`config.mk`:
```
export PLATFORM = sky130hd
export DESIGN_NAME = periph_bus_arb
export DESIGN_NICKNAME = d
export VERILOG_FILES = /design/src/rtl/periph_bus_arb.sv
export SDC_FILE = /design/constraint.sdc
export NUM_CORES = 1
export LEC_CHECK = 0
export ABC_AREA = 1
export CELL_PAD_IN_SITES_DETAIL_PLACEMENT = 1
export CELL_PAD_IN_SITES_GLOBAL_PLACEMENT = 1
export CORE_ASPECT_RATIO = 0.75
export CORE_MARGIN = 2
export CORE_UTILIZATION = 21
export CTS_CLUSTER_SIZE = 12
export DETAILED_ROUTE_END_ITERATION = 8
export PLACE_DENSITY = 0.81
export SYNTH_ARGS = -nofsm -noshare
export SYNTH_HDL_FRONTEND = slang
export SYNTH_SLANG_ARGS = --single-unit
```
`constraint.sdc`:
```
create_clock -name clk -period 1.55 [get_ports clk]
set_input_delay 0.3875 -clock clk [delete_from_list [all_inputs] [get_ports clk]]
set_output_delay 0.3875 -clock clk [all_outputs]
set_load 0.01 [all_outputs]
```
`src/rtl/periph_bus_arb.sv`:
```
// rtl/periph_bus_arb.sv - two-master round-robin arbiter and access sequencer for the peripheral register bus
module periph_bus_arb #(
    parameter int AW = 32,
    parameter int DW = 32
) (
    input  logic          clk,
    input  logic          rst,
    input  logic          m0_req_i,
    input  logic          m0_we_i,
    input  logic [AW-1:0] m0_addr_i,
    input  logic [DW-1:0] m0_data_i,
    output logic          m0_gnt_o,
    output logic          m0_ack_o,
    output logic [DW-1:0] m0_data_o,
    input  logic          m1_req_i,
    input  logic          m1_we_i,
    input  logic [AW-1:0] m1_addr_i,
    input  logic [DW-1:0] m1_data_i,
    output logic          m1_gnt_o,
    output logic          m1_ack_o,
    output logic [DW-1:0] m1_data_o,
    output logic          s_we_o,
    output logic [AW-1:0] s_addr_o,
    output logic [DW-1:0] s_data_o,
    input  logic [DW-1:0] s_data_i
);

    typedef enum logic [1:0] {
        IDLE   = 2'd0,
        ACCESS = 2'd1,
        ACK    = 2'd2
    } state_t;

    state_t        state, state_nxt;
    logic          owner, owner_nxt;    // 0 = master 0, 1 = master 1
    logic          last, last_nxt;      // most recently granted master
    logic [1:0]    gnt, gnt_nxt;        // bit m = master m granted
    logic [1:0]    ack, ack_nxt;
    logic [DW-1:0] m0_q, m1_q;

    logic          sel_we;
    logic [AW-1:0] sel_addr;
    logic [DW-1:0] sel_data;

    // State, pointer and registered grant/ack flops
    always_ff @(posedge clk) begin
        if (!rst) begin
            state <= IDLE;
            owner <= 1'b0;
            last  <= 1'b1;
            gnt   <= 2'b00;
            ack   <= 2'b00;
        end else begin
            state <= state_nxt;
            owner <= owner_nxt;
            last  <= last_nxt;
            gnt   <= gnt_nxt;
            ack   <= ack_nxt;
        end
    end

    // Next-state: arbitrate only in IDLE, then walk ACCESS -> ACK -> IDLE
    always_comb begin
        state_nxt = state;
        owner_nxt = owner;
        last_nxt  = last;
        gnt_nxt   = 2'b00;
        ack_nxt   = 2'b00;
        case (state)
            IDLE: begin
                if (m0_req_i || m1_req_i) begin
                    // On a tie the master that did not go last wins
                    if (m0_req_i && m1_req_i) begin
                        owner_nxt = ~last;
                    end else begin
                        owner_nxt = m1_req_i;
                    end
                    last_nxt  = owner_nxt;
                    state_nxt = ACCESS;
                    gnt_nxt   = owner_nxt ? 2'b10 : 2'b01;
                end
            end
            ACCESS: begin
                state_nxt = ACK;
                ack_nxt   = owner ? 2'b10 : 2'b01;
            end
            ACK: begin
                state_nxt = IDLE;
            end
            default: begin
                state_nxt = IDLE;
            end
        endcase
    end

    // Owner's transaction fields, selected ahead of the state gate
    always_comb begin
        sel_we   = m0_we_i;
        sel_addr = m0_addr_i;
        sel_data = m0_data_i;
        if (owner) begin
            sel_we   = m1_we_i;
            sel_addr = m1_addr_i;
            sel_data = m1_data_i;
        end
    end

    // Slave bus is live only during ACCESS so each write strobes exactly once
    always_comb begin
        s_we_o   = 1'b0;
        s_addr_o = '0;
        s_data_o = '0;
        if (state == ACCESS) begin
            s_we_o   = sel_we;
            s_addr_o = sel_addr;
            s_data_o = sel_data;
        end
    end

    // Read data is captured at the end of ACCESS and held until the next read
    always_ff @(posedge clk) begin
        if (!rst) begin
            m0_q <= '0;
            m1_q <= '0;
        end else if (state == ACCESS && !sel_we) begin
            if (owner) begin
                m1_q <= s_data_i;
            end else begin
                m0_q <= s_data_i;
            end
        end
    end

    assign m0_gnt_o  = gnt[0];
    assign m1_gnt_o  = gnt[1];
    assign m0_ack_o  = ack[0];
    assign m1_ack_o  = ack[1];
    assign m0_data_o = m0_q;
    assign m1_data_o = m1_q;

endmodule

```
==> run metrics <==
R2R Path End m1_data_o[8]$_SDFFE_PN0P_; Sum Neg Setup Slack -13980 ps; Longest Clk Path Bufs 2; Worst Max-Slew Pin Slew about 420 ps; clk root buf clkbuf_16; post-layout power between 6 and 7 mW; Final ANT Viol Nets 0; Final Setup Violations 65; post-synth net total 799; Synth top area share 37.40%; sequential share of the synthesized area 37.40%; CP endpoint s_data_o[14]; CTS sink count just over 70; Final #Nets 1108; CP required 1160 ps; number of max-cap violations 0; RSZ-0062 raised after global routing yes; Finished Layout Cells ~1200; area grow syn2layout 112.3%; Setup CP Type reg2out; clock latency on the worst-skew pair 330 ps; Die Footprint 19460 um2; CP max FO 8; port bufs 298; syn avg cell area 6.088 um2; DR iter-0 viols 143; Worst VDD drop 0.0004504 V; FP Rows 42; routed len/inst 16.88 um; global-route wire length before repair around 29000 um; hold wc startpoint rst; CTS clk-pin slew, worst paths 60 ps; Diodes inserted 0; critical path arrival 1470 ps; largest net degree at the start of global routing 67; Via density 4.423; Final Slew Violations 0; post-route setup slack -307.6 ps; status complete, but fails checks; synthesized area 3854 um2; reg2reg setup slack 80 ps; Cell variety after synth 18; Power Density 759.3 nW/um2; DRT Pass-1 Iters 4; synth warn 0; core area around 18000 um2; Final Cycle Share 119.8%; Fmax 538.3 MHz; Detailed Route WL 20050 um; Hold Crit Class in2reg; vias in the first global route roughly 5300; crit path time final between 1500 and 2000 ps; # fillers 2212; Placer Congestion 0.7427; HPWL after detailed placement 13730 um; clock skew 4.009 ps; Post-Syn Instances 633; failing checks negative setup slack; R2R depth 8; crit path launch type flip-flop; Initial Util between 20% and 30%; Die Wd between 150 and 200 um; final hold vios 0; synth top area cells dfxtp_1, nand2_1, nor2_1; GRT Resource Usage Total 18.94%; Die Height 121.3 um; initial antenna violation count 0; share of post-route cells with drive strength above 1 26.85%; area leader, netlist dfxtp_1; Relative slew margins 71.87%; drt drc 0; gr ovfl total 0; Worst Setup End Kind output port; Worst Setup SP owner$_SDFFE_PN0P_; Synth Register Bits around 70; detailed-route via count 5254; origin of the critical flop-to-flop path owner$_SDFFE_PN0P_; Num CTS Buffers 9; static leakage 3.885 nW; CTS H-tree depth 3; I/O pin total 299; pre-CTS setup slack -690.5 ps; CTS tree built; placed cell count approximately 1200
cells in the mapped netlist:
cell	n
nor2_1	134
nor2_2	2
a21boi_0	1
buf_6	3
nor2_4	3
clkbuf_1	3
inv_2	3
nand3_1	67
a21oi_1	64
o21ai_0	1
nand2_2	1
inv_1	36
buf_4	14
nand2_1	198
buf_2	22
dfxtp_1	72
buf_1	5
nor3_1	4
flip-flops by register name (all words and copies together), names as in the netlist:
name and count:
last 1, state 2, ack 2, gnt 2, m0_data_o 32, m1_data_o 32
owner 1
what timing repair did:
action,in CTS,in global routing
pin swaps,13,17
cloned,8,5
hold buffers,0,0
gates resized for setup,414,105
setup endpoints to repair,133,129
endpoints found under the hold margin,0,0
buffers inserted,9,1
power by group:
| part | internal, mW | switching (mW) |
|---|---|---|
| clock | 1.44 | 0.803 |
| combinational | 1.02 | 0.959 |
| sequential | 1.94 | 0.0480 |
critical path, stage by stage, from the launching register on:
cell and delay (ps):
dfxtp_4 390, clkinv_8 90, buf_12 130, buf_16 150, nand2_2 50, a21oi_1 160, buf_2 160
layout by cell type, fill, tap and decap left out, types with 2 or more instances in the layout:
master and instances:
a21oi_1 12, a21oi_2 52, buf_12 16, buf_16 7, buf_2 62, buf_4 10, buf_6 11, buf_8 2
bufinv_16 2, clkbuf_16 14, clkdlybuf4s50_1 163, dfxtp_1 69, dfxtp_2 2, dlygate4sd2_1 68, inv_1 36, nand2_1 138
nand2_2 26, nand2_4 34, nand3_1 67, nor2_1 133, nor2_4 5, nor3_1 3
through the flow:
stage / hold slack (ps) / util [%] / instance area (um2)
floorplan: 423.9 / - / 3854
global placement: 448.7 / 40.41 / 7199
finish: 454.6 / 45.93 / 8183
global route: 495.9 / 45.93 / 8183
CTS: 468.9 / 43.27 / 7709
detailed placement: 471.0 / 40.41 / 7199
kinds of logic after synthesis:
| group | Yosys count | share of synthesized area, % |
|---|---|---|
| AO/OA/AOI/OAI | 66 | 8.636 |
| buffers and inverters | 86 | 11.04 |
| flip-flops | 72 | 37.40 |
| AND/OR/NAND/NOR | 409 | 42.92 |
area by class of cell:
cell class | count | area [um2] | area share, %
timing repair buffer | 345 | 3417 | 41.76
multi-input combinational | 475 | 2534 | 30.96
tap | 242 | 302.8 | 3.700
clock buffer | 10 | 239.0 | 2.920
sequential | 72 | 1448 | 17.69
clock inverter | 5 | 81.33 | 0.9939
inverter | 39 | 161.4 | 1.972
how the worst min path moves through the flow:
| stage | to | slack (ps) | cells after the start |
|---|---|---|---|
| after floorplan | last$_SDFFE_PN1P_ | 420 | 2 |
| after global placement | last$_SDFFE_PN1P_ | 450 | 2 |
| after detailed placement | m0_data_o[1]$_SDFFE_PN0P_ | 470 | 2 |
| after CTS | state[1]$_SDFFE_PN0P_ | 470 | 3 |
| after global routing | m0_data_o[21]$_SDFFE_PN0P_ | 500 | 2 |
| final | state[1]$_SDFFE_PN0P_ | 450 | 3 |
per-layer routing:
metal	track usage [%]	wire length, um
met3	5.297	1303
met1	22.25	8130
met4	5.180	513
met2	33.92	10100
met5	0	0
Note: power is estimated with default switching activity, not from simulation.
